### src/rtl/ring_trng_hexdisplay_pkg.sv
// Shared constants and helpers for the ring TRNG with hex readout.
// Holds the default ring length, the LFSR seed and tap positions,
// the 7-segment code table (bit0 = a .. bit6 = g), and small helper functions.
package ring_trng_hexdisplay_pkg;

  typedef logic [3:0] nibble_t;
  typedef logic [6:0] seg_t;

  localparam int          RING_STAGES_DEF = 5;
  localparam logic [15:0] LFSR_SEED_DEF   = 16'hACE1;

  // Fibonacci taps for x^16+x^14+x^13+x^11+1 in a right-shifting register.
  localparam int TAP_0 = 0;
  localparam int TAP_1 = 2;
  localparam int TAP_2 = 3;
  localparam int TAP_3 = 5;

  // Index 15 is the leftmost entry, so the list reads F down to 0.
  localparam logic [15:0][6:0] SEG_CODES = {
    7'h71, 7'h79, 7'h5E, 7'h39, 7'h7C, 7'h77, 7'h6F, 7'h7F,
    7'h07, 7'h7D, 7'h6D, 7'h66, 7'h4F, 7'h5B, 7'h06, 7'h3F
  };

  function automatic seg_t hex7(input nibble_t nib);
    return SEG_CODES[nib];
  endfunction

  function automatic logic lfsr_fb(input logic [15:0] s);
    return s[TAP_0] ^ s[TAP_1] ^ s[TAP_2] ^ s[TAP_3];
  endfunction

endpackage

### src/rtl/ring_trng_hexdisplay_lfsr16.sv
// 16-bit Fibonacci LFSR used to whiten the debiased ring stream.
// Ports: clk, rst_n (async active-low, loads seed), seed (nonzero reset
// value), bit_out (current LSB of the state, one new bit per clock).
module lfsr16
  import ring_trng_hexdisplay_pkg::*;
(
  input  logic        clk,
  input  logic        rst_n,
  input  logic [15:0] seed,
  output logic        bit_out
);

  logic [15:0] state_r;

  // Shift right every clock, feedback enters at the MSB.
  always_ff @(posedge clk or negedge rst_n) begin
    if (!rst_n) begin
      state_r <= seed;
    end else begin
      state_r <= {lfsr_fb(state_r), state_r[15:1]};
    end
  end

  assign bit_out = state_r[0];

endmodule

### src/rtl/ring_trng_hexdisplay.sv
// Toy TRNG: clocked inverter-ring model -> XOR debias flop -> XOR with LFSR
// stream -> 4-bit shift window. A synchronised rising edge on sample latches
// the window as the key, shown in hex on one of two 7-segment digits.
// Ports: clk, rst_n (async active-low), startring (1 = ring runs),
// pulse (1 = blank display), sample (async capture strobe),
// diplaychoose (0 = digit A, 1 = digit B),
// displaypin[13:0] ([6:0] digit A a..g, [13:7] digit B a..g, active-high).
module ring_trng_hexdisplay
  import ring_trng_hexdisplay_pkg::*;
#(
  parameter int          RING_STAGES = RING_STAGES_DEF,
  parameter logic [15:0] LFSR_SEED   = LFSR_SEED_DEF
)(
  input  logic        clk,
  input  logic        rst_n,
  input  logic        startring,
  input  logic        pulse,
  input  logic        sample,
  input  logic        diplaychoose,
  output logic [13:0] displaypin
);

  logic [RING_STAGES-1:0] ring_r;
  logic                   ring_out_s;
  logic                   debias_r;
  logic                   lfsr_bit_s;
  logic                   mix_s;
  logic [3:0]             win_r;
  logic                   sync1_r;
  logic                   sync2_r;
  logic                   sync3_r;
  logic                   edge_s;
  logic [3:0]             key_r;
  logic [6:0]             seg_s;

  // Johnson-counter ring model: output is low for N clocks, then high for N.
  always_ff @(posedge clk or negedge rst_n) begin
    if (!rst_n) begin
      ring_r <= {RING_STAGES{1'b0}};
    end else if (startring) begin
      ring_r <= {ring_r[RING_STAGES-2:0], ~ring_r[RING_STAGES-1]};
    end else begin
      ring_r <= ring_r;
    end
  end

  assign ring_out_s = ring_r[RING_STAGES-1];

  // Debias flop accumulates the ring output by XOR.
  always_ff @(posedge clk or negedge rst_n) begin
    if (!rst_n) begin
      debias_r <= 1'b0;
    end else begin
      debias_r <= debias_r ^ ring_out_s;
    end
  end

  lfsr16 u_lfsr (
    .clk     (clk),
    .rst_n   (rst_n),
    .seed    (LFSR_SEED),
    .bit_out (lfsr_bit_s)
  );

  assign mix_s = lfsr_bit_s ^ debias_r;

  // Shift window collects the most recent four mixed bits, newest in bit 0.
  always_ff @(posedge clk or negedge rst_n) begin
    if (!rst_n) begin
      win_r <= 4'h0;
    end else begin
      win_r <= {win_r[2:0], mix_s};
    end
  end

  // Two-flop synchroniser for the asynchronous strobe plus one delay for edge detect.
  always_ff @(posedge clk or negedge rst_n) begin
    if (!rst_n) begin
      sync1_r <= 1'b0;
      sync2_r <= 1'b0;
      sync3_r <= 1'b0;
    end else begin
      sync1_r <= sample;
      sync2_r <= sync1_r;
      sync3_r <= sync2_r;
    end
  end

  assign edge_s = sync2_r & ~sync3_r;

  // Key takes the window value present before the capture edge.
  always_ff @(posedge clk or negedge rst_n) begin
    if (!rst_n) begin
      key_r <= 4'h0;
    end else if (edge_s) begin
      key_r <= win_r;
    end else begin
      key_r <= key_r;
    end
  end

  // Display decode and digit routing; blanking overrides everything.
  always_comb begin
    seg_s      = hex7(key_r);
    displaypin = 14'h0000;
    if (pulse) begin
      displaypin = 14'h0000;
    end else if (diplaychoose) begin
      displaypin = {seg_s, 7'h00};
    end else begin
      displaypin = {7'h00, seg_s};
    end
  end

endmodule

### config.mk
export PLATFORM = sky130hd
export DESIGN_NAME = ring_trng_hexdisplay
export DESIGN_NICKNAME = d
export VERILOG_FILES = /design/src/rtl/ring_trng_hexdisplay_pkg.sv /design/src/rtl/ring_trng_hexdisplay_lfsr16.sv /design/src/rtl/ring_trng_hexdisplay.sv
export SDC_FILE = /design/constraint.sdc
export NUM_CORES = 1
export LEC_CHECK = 0
export ABC_AREA = 1
export BUFFER_PORTS_ARGS = -buffer_cell sky130_fd_sc_hd__buf_2
export CAP_MARGIN = 20
export CORE_AREA = 2 2 83 61
export CTS_CLUSTER_SIZE = 8
export DETAILED_ROUTE_END_ITERATION = 8
export DIE_AREA = 0 0 85 63
export SYNTH_ARGS = -nofsm -noshare
export SYNTH_HDL_FRONTEND = slang
export SYNTH_SLANG_ARGS = --single-unit
### constraint.sdc
create_clock -name clk -period 3 [get_ports clk]
set_input_delay 0.75 -clock clk [delete_from_list [all_inputs] [get_ports clk]]
set_output_delay 0.75 -clock clk [all_outputs]
set_load 0.01 [all_outputs]
# Yosys cells after proc, flatten, opt, wreduce, memory -nomap -nowiden
# Memories as Yosys holds them, arrays and structs flattened.
# Index checks and enable logic that the tools add are counted.
[classes]
order_cmp = 1
muxes = 3
bitwise_logic = 8
[op_table]
columns = ["cell", "n"]
rows = [
  ["14-bit two-way mux", 2],
  ["7-bit two-way mux", 1],
  ["4-bit by 5-bit < comparator with 1-bit output, second input constant", 1],
  ["1-bit bitwise XOR", 5],
  ["1-bit NOT", 2],
  ["1-bit bitwise AND", 1],
]
[word_totals]
ff_bits = 33
rom_bits = 112
input_bits = 6
memories = 1
[memory_table]
columns = ["memory", "depth", "width", "read_ports", "rd_ports_with_merged_regs", "wr", "line", "rtl"]
rows = [
  ["(name not given)", 16, 7, 1, 0, 0, "ring_trng_hexdisplay_pkg.sv:25", "return SEG_CODES[nib];"],
]

# Logic depth before layout (Yosys ltp)
# Gate-level depths: netlist of the first run.
[depth]
ltp_word = 4
ltp_mapped = 7
ltp_nobuf = 7

# Worst setup path after synthesis of the first run
# Ideal clock, no wire load.
[synth_path]
path_kind = "input to output"
from = "input port pulse"
to = "output port displaypin[3]"
arrival_ns = 1.300
required_ns = 2.250
slack_ns = 0.950
cell_stages = 3
cell_sequence = "or2_0 > buf_2 > a21oi_1"
[synth_via]
elab_chain_len = 1
[synth_rtl]
columns = ["element", "line", "rtl"]
rows = [
  ["start, declared", "ring_trng_hexdisplay.sv:17", "input logic pulse,"],
  ["14-bit two-way mux", "ring_trng_hexdisplay.sv:106", "if (pulse) begin"],
  ["end, declared", "ring_trng_hexdisplay.sv:20", "output logic [13:0] displaypin"],
]
# No other way between the ends.

# Worst setup path in the final report of the first run
[layout_path]
from = "register key_r[1]"
to = "output port displaypin[3]"
[layout_via]
elab_chain_len = 4
[layout_rtl]
columns = ["element", "line", "rtl"]
rows = [
  ["start, declared", "ring_trng_hexdisplay.sv:33", "logic [3:0] key_r;"],
  ["start signal, assigned", "ring_trng_hexdisplay.sv:96", "key_r <= win_r;"],
  ["start signal, assigned", "ring_trng_hexdisplay.sv:98", "key_r <= key_r;"],
  ["memory 16 x 7 bit", "-", ""],
  ["7-bit two-way mux (implied by the code)", "ring_trng_hexdisplay_pkg.sv:25", ""],
  ["14-bit two-way mux", "ring_trng_hexdisplay.sv:108", "end else if (diplaychoose) begin"],
  ["14-bit two-way mux", "ring_trng_hexdisplay.sv:106", ""],
]
# No other way between the ends. The select of a mux whose other input is x is not followed.

==> results of run 1 <==
==> power by group through the flow <==
stage | logic (W) | registers, W | clock network [W]
global route | 0.000382 | 0.000587 | 0.000355
floorplan | 0.000277 | 0.000550 | 0
global placement | 0.000331 | 0.000585 | 0
detailed placement | 0.000332 | 0.000585 | 0
finish | 0.000332 | 0.000577 | 0.000316
CTS | 0.000333 | 0.000577 | 0.000330
==> cell usage in the layout, fill, tap and decap left out, types with 2 or more instances in the layout <==
master	instances
inv_1	10
clkbuf_8	5
buf_2	19
xnor2_1	2
nor2_1	17
o21ai_1	2
o21ai_0	3
ha_1	6
nand2_1	31
dfrtp_1	25
nand3_1	9
clkinv_2	2
xor2_1	3
dfstp_2	8
a21oi_1	6
==> worst paths after layout <==
check,slack (ns),to,from
min,0.35,sync2_r$_DFF_PN0_,sync1_r$_DFF_PN0_
max in group asynchronous,2.04,sync2_r$_DFF_PN0_,rst_n
min reg2reg,0.35,sync2_r$_DFF_PN0_,sync1_r$_DFF_PN0_
min in group asynchronous,0.51,u_lfsr.state_r[14]$_DFF_PN0_,rst_n
max,0.60,displaypin[3],key_r[1]$_DFFE_PN0P_
max reg2reg,2.07,u_lfsr.state_r[15]$_DFF_PN1_,u_lfsr.state_r[5]$_DFF_PN1_
==> kinds of logic after synthesis <==
| kind of cell | synth area share, % |
|---|---|
| buf+inv | 5.32 |
| xor+xnor | 3.27 |
| fa+ha+maj | 5.60 |
| compound gates | 4.11 |
| simple gates | 19.3 |
| flops | 62.4 |
==> per-layer routing <==
layer / up-vias / share of wire [%] / global-route usage (%)
met5: - / 0 / 0
met4: 0 / 1.6 / 4.76
met3: 5 / 7.4 / 3.70
met2: 28 / 36 / 11.7
met1: 390 / 55 / 12.4
li1: 452 / - / -
==> state kept, by name, indices dropped and copies added, names as in the netlist <==
register / cells
debias_r: 1
key_r: 4
ring_r: 5
sync1_r: 1
sync2_r: 1
sync3_r: 1
u_lfsr.state_r: 16
win_r: 4
==> metrics by stage <==
step,total power (W),cells,setup slack [ns],hold slack [ns]
6_report,0.00122,212,0.600,0.348
5_1_grt,0.00132,212,0.456,0.354
4_1_cts,0.00124,212,0.591,0.351
3_5_place_dp,0.000916,204,0.744,0.336
3_3_place_gp,0.000916,204,0.797,0.332
2_1_floorplan,0.000827,131,0.950,0.331
==> worst max-delay path, stage by stage (launching register included) <==
cell and delay (ns):
dfrtp_1 0.42, inv_1 0.13, ha_1 0.33, inv_1 0.04
nand2_1 0.05, nand3_1 0.11, a21oi_1 0.15, buf_2 0.15
==> layout make-up <==
type                            instances  area [µm²]
Clock buffer                            5        68.8
Fill cell                             466        3030
Multi-Input combinational cell         83         433
Timing Repair Buffer                   19        95.1
Clock inverter                          3        17.5
Sequential cell                        33         836
Tap cell                               57        71.3
Inverter                               12        50.0
==> run metrics, run 1 <==
Fin Setup TNS=0 ns; critical path class=reg -> out; first-pass GRT wire length=~3700 µm; CTS buffer count=5; Sw Pwr=between 0.0004 and 0.0005 W; Synth Register Bits=33; P&R area growth vs syn=17.3%; Main synth FF type=dfrtp_1; DRC Markers=0; final instance area=between 0.0015 and 0.002 mm²; CTS tree=built; Comb power frac=approximately 27%; final setup violation count=0; Hold WC Path Type=reg -> reg; leakage=between 0.8 and 0.9 nW; HPWL Detailed=around 1500 µm; Period minus WS final=about 2.4 ns; die footprint=between 0.005 and 0.006 mm²; share of cells above drive strength 1=25.8%; area leader, netlist=dfrtp_1; Final Hold Vio Count=0; sequential fraction of the synthesis area=a little over 60%; core area=between 0.004 and 0.005 mm²; number of synthesized flops with an enable pin=0; Top Ports=20; Hold Path Depth=0; status=finished, final reports clean; critical path launch point type=register; syn nets=143; worst-path fanout max=5; utilization after layout=34.2%; TritonRoute pass-1 iters=4; total congestion overflow=0; Die Ht=63 µm; GP Congestion=roughly 0.81; DRT iter0 DRCs=86; WP data arrival=1.65 ns; most common cell in the netlist=nand2_1; largest net degree at the start of global routing=34; number of synthesis warnings=0; switching share of power=35.0%; Total GRT Usage=roughly 9%; Int Power=between 0.0007 and 0.0008 W; drt total wl=about 2100 µm; fin crit share=about four fifths; Commonest cells post-synth=nand2_1, dfrtp_1, nor2_1; share of the synthesized area in the top cell type=a little under half; Die X=85 µm; setup bufs post-CTS=0; Clk pin slew, worst setup/hold paths=~0.06 ns; Row Count=21; Vias/cell=approximately 4.1; RSZ-0062 raised after global routing=false; # H-tree levels=2; ANT nets after route=0; Hold Buf Count CTS=0; pwr/cell area=between 700 and 800 mW/mm²; # diodes=0; largest cells by area after synthesis=dfrtp_1, dfstp_2, nand2_1, ha_1, nor2_1; PostCTS Resize Cnt=0; Final Skew=0.00368 ns; maximum clock rate=roughly 0.42 GHz; Yosys cell types=20; nets=166; vias=approximately 880; initial antenna violation count=0; Worst EP required=~2.3 ns; vias in the first global route=806; DP Area=approximately 0.0015 mm²; Clk pwr share=25.8%; Clock Latency Late Sink=between 0.2 and 0.3 ns; Post-Syn Area=around 0.0013 mm²; Max Slew Vio Count=0; Clock Sinks=33; Cells after Synth=roughly 130; Clock Tree Root=clkbuf_8; reg2reg path depth=3; max-cap violation count=0; Worst-Margin Slew=about 0.69 ns; Max clock buf depth=2; Initial Util=around 30%; Port-buffer cells=19; max_slew headroom=about 54%; VDD IR max=365 µV; Worst setup EP type=output pin; part of the power in registers=a little under half; Async SR Flop Fraction=100%; WL/cell=9.92 µm; average size of a mapped cell=~10 µm²
Power figures use the tool's default switching activity.
==> run 2: changes to the inputs <==
==> constraint.sdc (replaced) <==
create_clock -name clk -period 1.97 [get_ports clk]
set_input_delay 0.4925 -clock clk [delete_from_list [all_inputs] [get_ports clk]]
set_output_delay 0.4925 -clock clk [all_outputs]
set_load 0.01 [all_outputs]
==> run 2 against run 1 <==
Against the previous run: the flow now finishes with violations (negative setup slack); critical endpoint is now displaypin[10]; sequential cell count unchanged; register-to-register slack worse by 1.0 ns; critical path depth unchanged; clock skew down 0.0013 ns; clock power up 75%; via count up 4.9%; core utilization up 3.8 points.
==> run metrics, run 2 (synthesis gave the netlist of run 1 again) <==
maximum clock rate=between 0.4 and 0.5 GHz; pwr/cell area=about 1200 mW/mm²; Clock Latency Late Sink=around 0.28 ns; reg2reg path depth=4; CP Launch Point=key_r[0]$_DFFE_PN0P_; fin crit share=103%; Final Skew=0.00236 ns; core area=~0.0046 mm²; Clock Sinks=33; Most flops, register=u_lfsr.state_r; commonest non-fill, non-tap cell in the layout=nand2_1; utilization after layout=between 30% and 40%; Largest register FFs=16; critical path class=reg -> out; met3 Usage GRT=under 10%; # H-tree levels=2; Largest regs=u_lfsr.state_r (16), ring_r (5); final setup violation count=9; hold_ws=roughly 0.24 ns; GRT met1 Usage=roughly 11%; WL/cell=between 10 and 15 µm; max_slew headroom=a little over half; Max clock buf depth=2; HPWL Detailed=1480 µm; Row Count=21; total congestion overflow=0; vias=roughly 920; RSZ-0062 raised after global routing=true; critical path launch point type=register; Fin Setup TNS=-0.207 ns; largest net degree at the start of global routing=34; DRC Markers=0; CTS buffer count=5; Clock Tree Root=clkbuf_8; WP data arrival=roughly 1.5 ns; Top Ports=20; RR Endpoint=u_lfsr.state_r[15]$_DFF_PN1_; nets=between 150 and 200; share of cells above drive strength 1=around 44%; Reg area=about 840 µm²; Port-buffer cells=19; Period minus WS final=roughly 2 ns; initial antenna violation count=0; met2 usage=about 14%; P&R area growth vs syn=30.4%; Worst-Margin Slew=slightly below 0.7 ns; DRT iter0 DRCs=23; multi-input logic area=between 500 and 600 µm²; Die X=85 µm; status=finished, violations left; ANT nets after route=0; vias in the first global route=861; Worst EP required=~1.5 ns; violated checks=negative setup slack; grt peak-use layer=met2; TritonRoute pass-1 iters=2; Hold WC Path Type=in -> async; VDD IR max=between 500 and 600 µV; Total GRT Usage=9.75%; die footprint=about 0.0054 mm²; Max Slew Vio Count=0; Vias/cell=~4.2; drt total wl=approximately 2300 µm; CTS tree=built; worst-path fanout max=6; most frequent cells in the layout=nand2_1, dfrtp_1, buf_2, nor2_1; flop2flop setup slack=slightly above 1 ns; Die Ht=63 µm; Clk pin slew, worst setup/hold paths=around 0.07 ns; RR Startpoint=u_lfsr.state_r[0]$_DFF_PN1_; first-pass GRT wire length=3900 µm; setup ws final=-0.0529 ns; fill count=between 400 and 500; Final Hold Vio Count=0; # diodes=0; Initial Util=29.1%; max-cap violation count=0; leakage=between 0.8 and 0.9 nW; GP Congestion=around 0.76; Worst setup EP type=output pin
run 2: cell count changes in the layout (fill, tap and decap cells not counted), moves of 3 or more:
cell,before,now
buf_4,0,4
dfrtp_1,25,22
dfrtp_2,0,3
ha_1,6,2
ha_4,0,4
inv_1,10,5
nand2_1,31,24
nand2_2,1,8
nand3_1,9,5
nand3_2,1,4
run 2: worst max-delay path by stage:
stage                     end  slack [ns]  depth (start not counted)
2_1_floorplan  displaypin[10]        0.33                          6
3_3_place_gp    displaypin[0]        0.10                          8
3_5_place_dp    displaypin[0]        0.12                          8
4_1_cts         displaypin[3]       -0.04                          7
5_1_grt         displaypin[3]       -0.16                          7
6_report       displaypin[10]       -0.05                          7
run 2: critical path, stage by stage, from the launching register on:
cell	delay, ns
dfrtp_2	0.42
clkinv_4	0.11
ha_4	0.28
inv_2	0.03
nand2_2	0.04
nand3_2	0.10
a21oi_2	0.13
buf_2	0.14
run 2: per-layer routing:
layer  up-vias  wire [µm]
met5         -          0
li1        459          -
met3         6        169
met2        24        993
met4         0         46
met1       429       1040
run 2: timing repair:
item / CTS / global route
hold endpoints to repair: 0 / 0
gates resized for setup: 16 / 19
hold buffers: 0 / 0
setup buffers: 2 / 3
pin swaps: 6 / 9
endpoints found under the setup margin: 13 / 14
run 2: report_power, final:
group,switching [W],internal [W]
Combinational,0.000419,0.000315
Clock,0.000237,0.000315
Sequential,0.000112,0.000784
Total,0.000768,0.00141
run 2: area by class of cell:
class,instances,area share [%]
clock inverter,1,0.286
clock buffer,7,5.51
inverter,12,3.44
multi-input combinational,83,30.9
sequential,33,48.0
tap,57,4.08
timing repair buffer,24,7.80
run 2: through the flow:
stage | instance area [µm²] | instances | total power (W) | setup slack, ns
finish | 1750 | 217 | 0.00218 | -0.0529
global route | 1750 | 217 | 0.00235 | -0.160
CTS | 1650 | 214 | 0.00207 | -0.0374
detailed placement | 1490 | 204 | 0.00139 | 0.118
global placement | 1490 | 204 | 0.00139 | 0.103
floorplan | 1340 | 131 | 0.00126 | 0.330
==> run 3: changes to the inputs <==
--- a/config.mk
+++ b/config.mk
@@ -12,6 +12,7 @@
 export CTS_CLUSTER_SIZE = 8
 export DETAILED_ROUTE_END_ITERATION = 8
 export DIE_AREA = 0 0 85 63
+export SETUP_SLACK_MARGIN = 0.02
 export SYNTH_ARGS = -nofsm -noshare
 export SYNTH_HDL_FRONTEND = slang
 export SYNTH_SLANG_ARGS = --single-unit
==> run 3 against run 2 <==
Against the previous run: the run still ends with negative setup slack left; clock-buffer cell count is the same; cell count shrank 0.92%; worst setup slack better by 0.017 ns; critical path depth stayed put; global-route usage up 0.14 points; largest cell class unchanged; die area did not move; highest routed layer unchanged; worst hold slack gained 0.00078 ns; sequential power barely moved; core utilization is 0.90 points lower; power down 2.1%; combinational power down 6.4%.
==> run metrics, run 3 (synthesis gave the netlist of run 1 again) <==
CTS tree=built; Max Slew Vio Count=0; vias=905; Top Ports=20; nets=around 170; share of cells above drive strength 1=a little over two fifths; fin crit share=102%; VDD IR max=565 µV; Worst-Margin Slew=slightly below 0.7 ns; RR Startpoint=u_lfsr.state_r[0]$_DFF_PN1_; reg2reg path depth=4; pwr/cell area=between 1000 and 1500 mW/mm²; TritonRoute pass-1 iters=4; final cell count without fillers=between 200 and 250; Most flops, register=u_lfsr.state_r; flop2flop setup slack=between 1 and 1.5 ns; commonest non-fill, non-tap cell in the layout=nand2_1; maximum clock rate=roughly 0.5 GHz; vias in the first global route=around 860; max_slew headroom=a little over half; utilization after layout=37.1%; Final Skew=~0.0036 ns; Fin Setup TNS=-0.0775 ns; HPWL Detailed=1480 µm; placed insts=204; Hold Buf Count CTS=0; GP Congestion=between 0.7 and 0.8; RR Endpoint=u_lfsr.state_r[15]$_DFF_PN1_; Period minus WS final=around 2 ns; final instance area=around 0.0017 mm²; violated checks=negative setup slack; Row Count=21; DRC Markers=0; worst-path fanout max=6; Max clock buf depth=2; CTS buffer count=5; WP data arrival=between 1.5 and 2 ns; most frequent cells in the layout=nand2_1, dfrtp_1, buf_2, nor2_1, dfstp_2; Worst setup EP type=output pin; total power=approximately 0.0021 W; initial antenna violation count=0; CP Launch Point=key_r[0]$_DFFE_PN0P_; Clk pin slew, worst setup/hold paths=0.07 ns; # H-tree levels=2; DP Area=about 0.0015 mm²; DRT iter0 DRCs=30; Clock Latency Late Sink=0.29 ns; Final Hold Vio Count=0; largest net degree at the start of global routing=34; final setup violation count=4; fill count=around 460; die footprint=~0.0054 mm²; Port-buffer cells=19; WL/cell=10.5 µm; P&R area growth vs syn=27.4%; Worst EP required=between 1 and 1.5 ns; Initial Util=29.1%; max-cap violation count=0; Largest regs=u_lfsr.state_r (16), ring_r (5); status=finished, violations left; Vias/cell=about 4.2; leakage=around 0.86 nW; # diodes=0; core area=~0.0046 mm²; first-pass GRT wire length=~3900 µm; Die X=around 85 µm; setup ws final=-0.0364 ns; critical path class=reg -> out; critical path launch point type=register; ANT nets after route=0; Die Ht=around 63 µm; Hold WC Path Type=in -> async; drt total wl=2260 µm; Clock Tree Root=clkbuf_8; total congestion overflow=0; RSZ-0062 raised after global routing=true; Total GRT Usage=9.89%; Clock Sinks=33; Largest register FFs=16; CP Capture Point=displaypin[10]
[run 3: cell types whose count changed in the layout (fill, tap and decap cells not counted), sizes merged]
cell	change
clkinv	-1
buf	-2
inv	+1
[run 3: worst min-delay path by stage]
stage                                        to  cells past startpoint
floorplan                    debias_r$_DFF_PN0_                      0
finish                    ring_r[1]$_DFFE_PN0P_                      1
CTS                 u_lfsr.state_r[9]$_DFF_PN0_                      1
detailed placement            sync2_r$_DFF_PN0_                      0
global route              ring_r[2]$_DFFE_PN0P_                      1
global placement    u_lfsr.state_r[3]$_DFF_PN0_                      0
[run 3: final cells by class]
| cell class | instances | area (µm²) | area share, % |
|---|---|---|---|
| Clock inverter | 1 | 5.00 | 0.293 |
| Timing Repair Buffer | 22 | 121 | 7.11 |
| Sequential cell | 33 | 840 | 49.2 |
| Tap cell | 57 | 71.3 | 4.18 |
| Inverter | 12 | 52.6 | 3.08 |
| Clock buffer | 7 | 96.3 | 5.65 |
| Multi-Input combinational cell | 83 | 520 | 30.5 |
[run 3: through the flow]
| stage | hold WS [ns] | setup slack [ns] |
|---|---|---|
| after floorplan | 0.197 | 0.330 |
| after global placement | 0.333 | 0.103 |
| after detailed placement | 0.341 | 0.118 |
| after CTS | 0.265 | -0.0374 |
| after global routing | 0.286 | -0.141 |
| final | 0.244 | -0.0364 |
[run 3: worst max-delay path, stage by stage, from the launching register on]
cell and delay [ns]:
dfrtp_2 0.43, inv_4 0.07, ha_4 0.28, inv_2 0.03
nand2_2 0.04, nand3_2 0.10, a21oi_2 0.13, buf_2 0.14
[run 3: report_power, final]
part           internal (W)  total (W)  switching, W
registers          0.000784   0.000895      0.000111
clock network      0.000315   0.000554      0.000238
logic              0.000287   0.000687      0.000400
[run 3: layer usage]
metal  up-vias  wire length, µm  GRT usage (%)
li1        454                -              -
met1       421             1070           11.6
met2        24              973           14.3
met3         6              173           5.55
met4         0               46           5.36
met5         -                0              0
[run 3: what timing repair did]
action	CTS	global route
resized for setup	16	13
pin swaps	7	5
setup buffers	3	0
setup endpoints to repair	14	14
gates cloned	0	0
